===== src/rtl/nibble_serial_adder_pkg.sv =====
// Shared FSM encodings and sizing helpers for the nibble-serial adder.
package nibble_serial_adder_pkg;

  typedef logic [1:0] state_t;

  localparam state_t ST_IDLE = 2'd0;
  localparam state_t ST_RUN  = 2'd1;
  localparam state_t ST_DONE = 2'd2;

  localparam int unsigned NIBBLE_W = 4;

  // Width of a counter that must reach n-1; a 1-nibble adder still gets one bit.
  function automatic int unsigned cnt_width(input int unsigned n);
    return (n > 1) ? $clog2(n) : 1;
  endfunction

endpackage


===== src/rtl/nibble_serial_adder_adder4bit.sv =====
// Team 4-bit combinational ripple-carry adder.
module adder4bit (
  input  logic [3:0] in1,
  input  logic [3:0] in2,
  input  logic       cin,
  output logic [3:0] out,
  output logic       carry
);

  logic [4:0] cy;

  always_comb begin
    cy    = '0;
    out   = '0;
    cy[0] = cin;
    for (int i = 0; i < 4; i++) begin
      out[i]  = in1[i] ^ in2[i] ^ cy[i];
      cy[i+1] = (in1[i] & in2[i]) | (cy[i] & (in1[i] ^ in2[i]));
    end
    carry = cy[4];
  end

endmodule


===== src/rtl/nibble_serial_adder.sv =====
// Multi-nibble adder: one nibble per clock through a single adder4bit, LS nibble first.
module nibble_serial_adder
  import nibble_serial_adder_pkg::*;
#(
  parameter int unsigned NIBBLES = 4
) (
  input  logic                 clk,
  input  logic                 reset,
  input  logic                 start,
  input  logic [4*NIBBLES-1:0] a,
  input  logic [4*NIBBLES-1:0] b,
  input  logic                 cin,
  output logic                 busy,
  output logic                 done,
  output logic [4*NIBBLES-1:0] sum,
  output logic                 cout
);

  localparam int unsigned W    = NIBBLE_W * NIBBLES;
  localparam int unsigned CW   = cnt_width(NIBBLES);
  localparam logic [CW-1:0] LAST = CW'(NIBBLES - 1);

  state_t        state_q, state_d;
  logic [W-1:0]  a_sh_q, a_sh_d;
  logic [W-1:0]  b_sh_q, b_sh_d;
  logic [W-1:0]  acc_q, acc_d;
  logic [W-1:0]  sum_q, sum_d;
  logic [CW-1:0] cnt_q, cnt_d;
  logic          c_q, c_d;
  logic          cout_q, cout_d;
  logic          busy_q, busy_d;
  logic          done_q, done_d;

  logic [3:0]    add_out;
  logic          add_carry;
  logic [W-1:0]  acc_nxt;

  adder4bit u_adder (
    .in1   (a_sh_q[3:0]),
    .in2   (b_sh_q[3:0]),
    .cin   (c_q),
    .out   (add_out),
    .carry (add_carry)
  );

  // New nibble enters acc from the top so nibble 0 lands at bit 0 after NIBBLES steps.
  assign acc_nxt = W'({add_out, acc_q} >> NIBBLE_W);

  always_comb begin
    state_d = state_q;
    a_sh_d  = a_sh_q;
    b_sh_d  = b_sh_q;
    acc_d   = acc_q;
    sum_d   = sum_q;
    cnt_d   = cnt_q;
    c_d     = c_q;
    cout_d  = cout_q;

    case (state_q)
      ST_RUN: begin
        a_sh_d = a_sh_q >> NIBBLE_W;
        b_sh_d = b_sh_q >> NIBBLE_W;
        c_d    = add_carry;
        acc_d  = acc_nxt;
        if (cnt_q == LAST) begin
          sum_d   = acc_nxt;
          cout_d  = add_carry;
          cnt_d   = '0;
          state_d = ST_DONE;
        end else begin
          cnt_d = cnt_q + CW'(1);
        end
      end
      // IDLE, DONE and the unused encoding all accept a new start.
      default: begin
        if (start) begin
          a_sh_d  = a;
          b_sh_d  = b;
          c_d     = cin;
          acc_d   = '0;
          cnt_d   = '0;
          state_d = ST_RUN;
        end else begin
          state_d = ST_IDLE;
        end
      end
    endcase

    busy_d = (state_d == ST_RUN);
    done_d = (state_d == ST_DONE);
  end

  always_ff @(posedge clk or posedge reset) begin
    if (reset) begin
      state_q <= ST_IDLE;
      a_sh_q  <= '0;
      b_sh_q  <= '0;
      acc_q   <= '0;
      sum_q   <= '0;
      cnt_q   <= '0;
      c_q     <= 1'b0;
      cout_q  <= 1'b0;
      busy_q  <= 1'b0;
      done_q  <= 1'b0;
    end else begin
      state_q <= state_d;
      a_sh_q  <= a_sh_d;
      b_sh_q  <= b_sh_d;
      acc_q   <= acc_d;
      sum_q   <= sum_d;
      cnt_q   <= cnt_d;
      c_q     <= c_d;
      cout_q  <= cout_d;
      busy_q  <= busy_d;
      done_q  <= done_d;
    end
  end

  assign busy = busy_q;
  assign done = done_q;
  assign sum  = sum_q;
  assign cout = cout_q;

endmodule


===== config.mk =====
export PLATFORM = sky130hd
export DESIGN_NAME = nibble_serial_adder
export DESIGN_NICKNAME = d
export VERILOG_FILES = /design/src/rtl/nibble_serial_adder_pkg.sv /design/src/rtl/nibble_serial_adder_adder4bit.sv /design/src/rtl/nibble_serial_adder.sv
export SDC_FILE = /design/constraint.sdc
export NUM_CORES = 1
export LEC_CHECK = 0
export CAP_MARGIN = 20
export CORE_ASPECT_RATIO = 0.75
export CORE_MARGIN = 1
export CORE_UTILIZATION = 47
export DETAILED_ROUTE_END_ITERATION = 8
export PLACE_DENSITY = 0.78
export SLEW_MARGIN = 5
export SYNTH_ARGS = -nofsm -noshare
export SYNTH_HDL_FRONTEND = slang
export SYNTH_SLANG_ARGS = --single-unit

===== constraint.sdc =====
create_clock -name clk -period 2.1 [get_ports clk]
set_input_delay 0.42 -clock clk [delete_from_list [all_inputs] [get_ports clk]]
set_output_delay 0.42 -clock clk [all_outputs]
set_load 0.05 [all_outputs]

# --- After elaboration in Yosys (flattened, before gate mapping) ---
# Cells that the tools add are included.
# W data, S select, Z words.
classes:
  n_addsub: 1
  bitwise_logic: 20
  eq_ne: 4
  mux: 14
  reduce_logical: 2
ops:
  columns: ["cell", "n"]
  rows:
  - ["$mux W16", 6]
  - ["$mux W2", 5]
  - ["$and A1 B1 Y1", 8]
  - ["$xor A1 B1 Y1", 8]
  - ["$eq A2 B1 Y1 const B", 2]
  - ["$eq A2 B2 Y1 const B", 2]
  - ["$or A1 B1 Y1", 4]
  - ["$mux W1", 3]
  - ["$add A2 B1 Y2 const B", 1]
  - ["$reduce_and A2 Y1", 1]
  - ["$reduce_bool A2 Y1", 1]
word_totals:
  wordCells: 51
  register_bits: 72

# --- Longest topological paths before layout ---
# Gate-level depths: netlist of the first run.
depth:
  word_depth: 10
  mapped_depth: 8
  depth_no_buf: 8

# --- By module ---
# From an unflattened synthesis of the first run, not the netlist that was laid out.
unflattened:
  cells_unflattened: 216
  area_unflattened_um2: 3159.3
modules_own_cells:
  columns: ["module", "cells_each", "area_each_um2", "instances"]
  rows:
  - ["nibble_serial_adder", 202, 3041.7, 1]
  - ["adder4bit", 14, 117.6, 1]

# --- Worst setup path after synthesis of the first run ---
# OpenSTA, ideal clock, no wires.
synth_path:
  path_type: "flip-flop to flip-flop"
  start: "reg a_sh_q[0]"
  end: "reg sum_q[15], in the netlist sum[15]"
  t_arrival_ns: 1.940
  path_buffers: 0
  stages_incl_launch_ff: 9
  setup_time_ns: 0.079
  setup_slack_ns: 0.081
  path_cell_list: "dfrtp_1 inv_1 fa_1 inv_1 fa_1 fa_1 inv_1 fa_1 mux2i_1"
synth_between:
  elab_chain_len: 8
synth_rtl:
  columns: ["item", "line", "rtl"]
  rows:
  - ["from (decl)", "nibble_serial_adder.sv:24", "logic [W-1:0] a_sh_q, a_sh_d;"]
  - ["from (signal assigned)", "nibble_serial_adder.sv:107", "a_sh_q <= a_sh_d;"]
  - ["$xor A1 B1 Y1", "nibble_serial_adder_adder4bit.sv:18", "cy[i+1] = (in1[i] & in2[i]) | (cy[i] & (in1[i] ^ in2[i]));"]
  - ["$and A1 B1 Y1", "nibble_serial_adder_adder4bit.sv:18", null]
  - ["$or A1 B1 Y1 *", "nibble_serial_adder_adder4bit.sv:18", null]
  - ["$and A1 B1 Y1 *", "nibble_serial_adder_adder4bit.sv:18", null]
  - ["$or A1 B1 Y1 *", "nibble_serial_adder_adder4bit.sv:18", null]
  - ["$and A1 B1 Y1 *", "nibble_serial_adder_adder4bit.sv:18", null]
  - ["$or A1 B1 Y1 *", "nibble_serial_adder_adder4bit.sv:18", null]
  - ["$xor A1 B1 Y1 *", "nibble_serial_adder_adder4bit.sv:17", "out[i] = in1[i] ^ in2[i] ^ cy[i];"]
  - ["to (signal assigned)", "nibble_serial_adder.sv:110", "sum_q <= sum_d;"]
  - ["to (decl)", "nibble_serial_adder.sv:27", "logic [W-1:0] sum_q, sum_d;"]
# Mark *: on every way between the ends. The rest lies on a longest branch, timed or not.
# A chain may end at the register's enable or synchronous reset.

# --- Worst setup path after layout of the first run ---
# Same ends and word-level chain as after synthesis.

==> flow_summary.yaml, run 1 <==
power_and_ir_drop:
  power.static_leakage_nw: 1.87
  power.density_nw_per_um2: 1520
  peakVddDrop_v: 0.000536
die:
  die_area_um2: 7010
  die_x_um: 96.3
  num_io_pins: 55
  rows: 25
  start_util_pct: 49.2
  die_y_um: 72.8
  coreArea_um2: 6380
drt:
  num_vias: 1781
  first_pass_iters: 4
  drtIter0Drc: 44
  avgRoutedWirePerCell_um: 14.2
  drtAntennaViolNets: 0
  wirelength_um: 5160
  drcViolationCount: 0
  drt-vias-per-instance: 4.92
clocking:
  post-cts-setup-buffers: 0
  clk_pin_slew_ns: 0.07
  ctsHtreeMaxLevel: 3
  hold_buffers: 0
  clock_latency_ns: 0.34
  cts.sinks: 68
  root_buffer: "clkbuf_8"
  clockBufferDepth: 2
  cts_buffers: 9
  cts_tree: "done"
yosys:
  syn_inst: 216
  syn_area_per_cell_um2: 14.5
  synth_top_family_by_area: "multiplexers"
  synth_area_leaders: "dfrtp_1 (54%), mux2_2 (22%), mux2_4 (5.7%), mux2i_1 (5.4%), fa_1 (2.6%)"
  syn_area_um2: 3140
  synth_seq_area_share_pct: 54.2
  synthSimpleGateAreaFrac_pct: 4.47
  synth_top_cell_by_area: "dfrtp_1"
  synth-seq-cells: 68
  synthAdderAreaFrac_pct: 2.95
  synthesis.nets: 257
  synthMuxAreaShare_pct: 33.1
  synth_top_area_share_pct: 54.2
  yosysWarnings: 0
  yosysUniqueCellTypes: 17
  synth_compound_area_share_pct: 0.279
  synthXorXnorAreaFrac_pct: 0
grt:
  grt_pass1_wl_um: 8790
  grt_max_degree: 43
  grt_util_all_layers_pct: 17.3
  grt_overflow: 0
  antenna_found_initial: 0
  first_global_vias: 1750
run_status:
  status: "finished, final reports clean"
timing:
  slew_viol_final: 0
  max_freq_mhz: 487
  holdWs_ns: 0.497
  skew_ns: 0.00494
  tightest_slew_ns: 0.504
  fin_crit_ns: 2.05
  fin_ws_ns: 0.0455
  finalHoldViolations: 0
  rsz0062_at_grt: "yes"
  setup_viol: 0
  fin_crit_sh_pct: 97.8
  relSlewSlack_pct: 66.3
worst_setup_path:
  worst_ep_arrival_time_ns: 2.31
  cp_max_fo: 2
  cp.required_ns: 2.36
  critPathLaunchType: "register"
  endpoint_kind: "register"
  critPathKind: "reg -> reg"
cells_and_area:
  fin_area_um2: 4020
  fin_util_pct: 63.0
  layout-drive-gt1-share_pct: 38.4
  final_cells: 362
  fillCellCount: 531
  areaGrowthSynthToFinish_pct: 28.2
  antennaDiodeCount: 0
  final_nets: 317
flow_run:
  maxCapViolCount: 0
place:
  dp.cells: 346
  port_buffers: 54
  placed_area_um2: 3770
  gp_congestion: 0.729
  dp_worst_setup_slack_ns: -0.0377
  dpl.hpwl_um: 3600
min_path:
  hold_class: "in -> async"
[metal layers]
layer | up-vias | part of all wire [%] | global-route usage [%]
li1 | 857 | - | -
met1 | 866 | 47 | 23.8
met2 | 48 | 46 | 24.8
met3 | 10 | 5.6 | 6.04
met4 | 0 | 1.3 | 7.84
met5 | - | 0 | 0
[cells in the final DEF (no fill, tap or decap)]
master            n
dfrtp_1          68
buf_2             1
buf_4             5
clkinv_2          2
inv_1             9
nand3b_1          1
nor2b_1          12
nor4b_1           1
inv_2             4
mux2_4           12
nand2b_1          2
clkdlybuf4s50_1  53
nand2b_2          1
mux2_2           61
clkinvlp_4        3
ha_1              1
clkbuf_8          9
a31o_2            1
fa_2              3
bufinv_16         3
nor2_1            8
buf_12            3
mux2i_1          17
fa_1              1
[worst max-delay path, stage by stage, from the launching register on]
cell and delay, ns:
dfrtp_1 0.39, inv_2 0.07, fa_2 0.20, inv_2 0.04, fa_2 0.34, fa_2 0.34
inv_2 0.06, fa_1 0.41, mux2i_1 0.14
[synthesized netlist by cell type]
library cell  instances
dfrtp_1              68
mux2_2               61
mux2i_1              17
inv_1                14
mux2_4               12
nor2b_1              12
nor2_1                8
buf_4                 6
buf_6                 4
fa_1                  4
nand2b_1              3
buf_2                 2
a31o_2                1
buf_1                 1
ha_1                  1
nand3b_1              1
nor4b_1               1
[where the power goes]
group | total [mW] | internal (mW) | switching, mW
logic | 2.68 | 1.36 | 1.32
clock network | 1.27 | 0.783 | 0.483
registers | 2.17 | 1.87 | 0.302
[kinds of logic after synthesis]
family	Yosys count
AO/OA/AOI/OAI	1
adder cells (fa/ha/maj)	5
buffers and inverters	27
flip-flops	68
multiplexers	90
AND/OR/NAND/NOR	25
[path summary, 6_finish.rpt]
kind	startpoint	endpoint	slack, ns	depth (start not counted)
max in group asynchronous	reset	sum[6]	1.37	3
max	a_sh_q[0]	sum[15]	0.05	8
min	reset	a_sh_q[12]	0.50	3
min in group clk	acc_q[5]	sum[1]	0.50	1
max reg2reg	a_sh_q[0]	sum[15]	0.05	8
min reg2reg	acc_q[5]	sum[1]	0.50	1
[layout make-up]
| cell class | count | area [um^2] | area share [%] |
|---|---|---|---|
| Sequential cell | 68 | 1700 | 42.3 |
| Multi-Input combinational cell | 121 | 1290 | 32.1 |
| Timing Repair Buffer | 62 | 633 | 15.7 |
| Clock buffer | 9 | 124 | 3.08 |
| Clock inverter | 7 | 115 | 2.86 |
| Tap cell | 81 | 101 | 2.52 |
| Inverter | 14 | 56.3 | 1.40 |
[flip-flops by register name, summed over array words and instances, names as in the netlist]
name	count
a_sh_q	16
b_sh_q	16
sum	16
acc_q	12
cnt_q	2
state_q	2
busy	1
c_q	1
cout	1
done	1
[through the flow]
step                      TNS (ns)  power (mW)
after detailed placement   -0.0565        4.90
final                            0        6.12
after global routing       -0.0662        6.53
after floorplan                  0        4.21
after global placement           0        4.81
after CTS                        0        6.19
[timing repair]
action                     in CTS  in global routing
pin swaps                       0                  0
setup endpoints to repair       2                  2
resized for setup               2                  5
gates cloned                    0                  0
Power figures use the tool's default switching activity.
==> run 2, diff against run 1 <==
==> constraint.sdc (replaced) <==
create_clock -name clk -period 2.1 [get_ports clk]
set_input_delay 0.315 -clock clk [delete_from_list [all_inputs] [get_ports clk]]
set_output_delay 0.315 -clock clk [all_outputs]
set_load 0.05 [all_outputs]
==> flow_summary.yaml, run 2 (synthesized netlist as in run 1, its figures left out) <==
grt:
  grt_util_all_layers_pct: 16.3
  grt_max_degree: 48
  first_global_vias: 1782
  grt_overflow: 0
  antenna_found_initial: 0
  grt_pass1_wl_um: 8420
drt:
  num_vias: 1755
  drcViolationCount: 0
  drtAntennaViolNets: 0
  drt-vias-per-instance: 4.86
  wirelength_um: 5040
  avgRoutedWirePerCell_um: 14.0
  first_pass_iters: 4
  drtIter0Drc: 79
die:
  coreArea_um2: 6380
  die_area_um2: 7010
  rows: 25
  start_util_pct: 49.2
  die_x_um: 96.3
  die_y_um: 72.8
  num_io_pins: 55
clocking:
  clock_latency_ns: 0.33
  root_buffer: "clkbuf_8"
  cts.sinks: 68
  hold_buffers: 0
  clk_pin_slew_ns: 0.07
  cts_tree: "done"
  ctsHtreeMaxLevel: 3
  clockBufferDepth: 2
  cts_buffers: 9
timing:
  holdWs_ns: 0.310
  max_freq_mhz: 488
  slew_viol_final: 0
  fin_crit_sh_pct: 97.6
  setup_viol: 0
  tightest_slew_ns: 0.705
  fin_ws_ns: 0.0497
  skew_ns: 0.00604
  rsz0062_at_grt: "yes"
  fin_crit_ns: 2.05
  finalHoldViolations: 0
  relSlewSlack_pct: 52.9
min_path:
  hold_class: "in -> async"
place:
  port_buffers: 54
  dp.cells: 345
  dpl.hpwl_um: 3490
  placed_area_um2: 3750
  dp_worst_setup_slack_ns: -0.0295
  gp_congestion: 0.700
cells_and_area:
  layout-drive-gt1-share_pct: 36.4
  fillCellCount: 494
  areaGrowthSynthToFinish_pct: 26.4
  antennaDiodeCount: 0
  final_cell_mix: "dfrtp_1 (68), mux2_2 (61), clkdlybuf4s50_1 (53)"
  final_nets: 317
  fin_area_um2: 3970
  final_cells: 361
  final_common_cell: "dfrtp_1"
power_and_ir_drop:
  p_int_mw: 3.86
  peakVddDrop_v: 0.000570
  switching_share_pct: 34.6
  p_clk_share_pct: 18.2
  fin_total_pwr_mw: 5.91
  power.static_leakage_nw: 1.86
  pwr-share-comb_pct: 45.1
  power.density_nw_per_um2: 1490
  switchingPower_mw: 2.05
  seqPwrFrac_pct: 36.7
worst_setup_path:
  critPathLaunchType: "register"
  endpoint_kind: "register"
  worst_ep_arrival_time_ns: 2.30
  cp.required_ns: 2.35
  cp_max_fo: 2
  critPathKind: "reg -> reg"
flow_run:
  maxCapViolCount: 0
run_status:
  status: "finished, final reports clean"
## run 2: worst max-delay path, stage by stage (launching register included)
cell     delay [ns]
dfrtp_1        0.39
inv_1          0.08
fa_1           0.16
inv_1          0.05
fa_2           0.33
fa_2           0.34
inv_2          0.06
fa_1           0.41
mux2i_1        0.14
## run 2: cell type report
cell class	count	area, um^2	share of cell area [%]
Timing Repair Buffer	62	621	15.7
Inverter	14	52.6	1.33
Sequential cell	68	1700	42.9
Clock buffer	14	173	4.35
Clock inverter	1	30.0	0.757
Multi-Input combinational cell	121	1290	32.4
Tap cell	81	101	2.56
## run 2: worst paths after layout
check	startpoint	end	slack [ns]	depth (start not counted)
setup reg to reg	c_q	sum[15]	0.05	8
max in group asynchronous	reset	sum[14]	1.23	3
min in group clk	acc_q[4]	sum[0]	0.50	1
hold / removal	reset	a_sh_q[15]	0.31	2
hold reg to reg	acc_q[4]	sum[0]	0.50	1
setup / recovery	c_q	sum[15]	0.05	8
## run 2: per-stage QoR
stage | TNS, ns | util (%)
floorplan | 0 | -
global route | -0.0325 | 62.1
detailed placement | -0.0416 | 58.8
finish | 0 | 62.1
global placement | 0 | 58.8
CTS | 0 | 62.0
## run 2: routing by layer
metal	wire, um	share of wire, %	up-vias	GRT usage, %
met4	64	1.3	0	6.37
met1	2470	49	849	22.1
met2	2260	45	44	24.7
li1	-	-	856	-
met5	0	0	-	0
met3	251	5.0	6	5.10
## run 2: power groups by stage
| stage | registers (mW) | logic (mW) | clock network [mW] |
|---|---|---|---|
| after CTS | 2.18 | 2.69 | 1.11 |
| after floorplan | 2.68 | 1.53 | 0 |
| after global routing | 2.25 | 2.90 | 1.16 |
| after detailed placement | 2.20 | 2.68 | 0 |
| final | 2.17 | 2.66 | 1.07 |
| after global placement | 2.18 | 2.61 | 0 |
## run 2: repair_timing
item	in CTS	in global routing
hold endpoints to repair	0	0
pin swaps	1	1
gates resized for setup	3	1
endpoints found under the setup margin	2	2
setup buffers	0	1
==> run 3, diff against run 2 <==
CELL_PAD_IN_SITES_DETAIL_PLACEMENT = 0   (was default)
CELL_PAD_IN_SITES_GLOBAL_PLACEMENT = 1   (was default)
CORE_UTILIZATION = 39   (was 47)
PLACE_DENSITY = 0.85   (was 0.78)
==> flow_summary.yaml, run 3 (synthesized netlist as in run 1, its figures left out) <==
power_and_ir_drop:
  power.density_nw_per_um2: 1540
  power.static_leakage_nw: 1.88
  peakVddDrop_v: 0.000677
  fin_total_pwr_mw: 6.22
timing:
  skew_ns: 0.00803
  relSlewSlack_pct: 66.4
  setup_viol: 0
  fin_crit_sh_pct: 97.0
  fin_crit_ns: 2.04
  tightest_slew_ns: 0.502
  finalHoldViolations: 0
  holdWs_ns: 0.351
  rsz0062_at_grt: "yes"
  max_freq_mhz: 491
  slew_viol_final: 0
worst_setup_path:
  critPathLaunchType: "register"
  worst_ep_arrival_time_ns: 2.30
  endpoint_kind: "register"
  cp_max_fo: 2
  cp.required_ns: 2.36
  critPathKind: "reg -> reg"
grt:
  grt_max_degree: 69
  grt_util_all_layers_pct: 13.9
  first_global_vias: 1732
  grt_overflow: 0
  antenna_found_initial: 0
  grt_pass1_wl_um: 8780
die:
  rows: 27
  die_x_um: 106
  coreArea_um2: 7570
  start_util_pct: 41.5
  die_y_um: 79.7
  num_io_pins: 55
  die_area_um2: 8410
cells_and_area:
  fillCellCount: 641
  multi_input_area_um2: 1290
  final_nets: 316
  layout-drive-gt1-share_pct: 37.9
  areaGrowthSynthToFinish_pct: 28.9
  antennaDiodeCount: 0
  final_cell_mix: "dfrtp_1 (68), mux2_2 (61), clkdlybuf4s50_1 (53)"
  final_common_cell: "dfrtp_1"
  final-seq-area_um2: 1700
drt:
  wirelength_um: 5280
  drcViolationCount: 0
  drtAntennaViolNets: 0
  drt-vias-per-instance: 4.63
  avgRoutedWirePerCell_um: 13.9
  first_pass_iters: 4
  drtIter0Drc: 51
  num_vias: 1763
flow_run:
  maxCapViolCount: 0
clocking:
  cts_tree: "done"
  hold_buffers: 0
  cts.sinks: 68
  clock_latency_ns: 0.34
  clockBufferDepth: 2
  clk_pin_slew_ns: 0.07
  cts_buffers: 9
  ctsHtreeMaxLevel: 3
  root_buffer: "clkbuf_8"
  post-cts-setup-buffers: 0
place:
  port_buffers: 54
  gp_congestion: 0.722
  dpl.hpwl_um: 3580
run_status:
  status: "finished, final reports clean"
min_path:
  hold_class: "in -> async"
==> run 3: path summary, 6_finish.rpt <==
kind | end | start | slack, ns | cells past startpoint
setup / recovery | acc_q[15] | b_sh_q[0] | 0.06 | 8
hold / removal | a_sh_q[8] | reset | 0.35 | 3
setup reg to reg | acc_q[15] | b_sh_q[0] | 0.06 | 8
hold reg to reg | a_sh_q[7] | a_sh_q[11] | 0.50 | 1
max in group asynchronous | sum[14] | reset | 1.44 | 3
min in group clk | b_sh_q[12] | start | 0.43 | 3
==> run 3: final cells by class <==
type | instances | area share, %
inverter | 14 | 1.30
tap | 101 | 3.12
timing repair buffer | 61 | 15.5
clock buffer | 10 | 3.40
multi-input combinational | 121 | 31.9
sequential | 68 | 42.1
clock inverter | 6 | 2.75
==> run 3: routing by layer <==
layer / vias to the layer above / track usage [%] / share of wire [%]
li1: 862 / - / -
met1: 846 / 18.9 / 49
met2: 46 / 20.2 / 44
met3: 9 / 5.63 / 5.8
met4: 0 / 4.58 / 1.3
met5: - / 0 / 0
==> run 3: timing repair <==
action                     4_1_cts  5_1_grt
setup endpoints to repair        2        4
resized for setup                3        3
pin swaps                        1        0
==> run 3: metrics by stage <==
stage,setup WS [ns],utilization [%],setup TNS [ns],std cells,instance area (um^2)
floorplan,0.0735,-,0,216,3140
CTS,0.0152,53.4,0,381,4040
global route,-0.0526,53.4,-0.0764,381,4040
finish,0.0621,53.4,0,381,4040
detailed placement,-0.0424,50.0,-0.0846,365,3790
global placement,0.0144,50.0,0,365,3790
==> run 3: report_power, final <==
group	leakage, nW	internal (mW)	switching, mW
Combinational	0.884	1.39	1.33
Sequential	0.872	1.87	0.304
Clock	0.122	0.821	0.504
Total	1.88	4.07	2.14
==> run 3: worst max-delay path, cell delays in order, from the launching register on <==
cell	delay (ns)
dfrtp_1	0.37
inv_1	0.08
fa_2	0.20
inv_2	0.04
fa_2	0.33
fa_2	0.34
inv_2	0.07
fa_1	0.40
mux2i_1	0.13
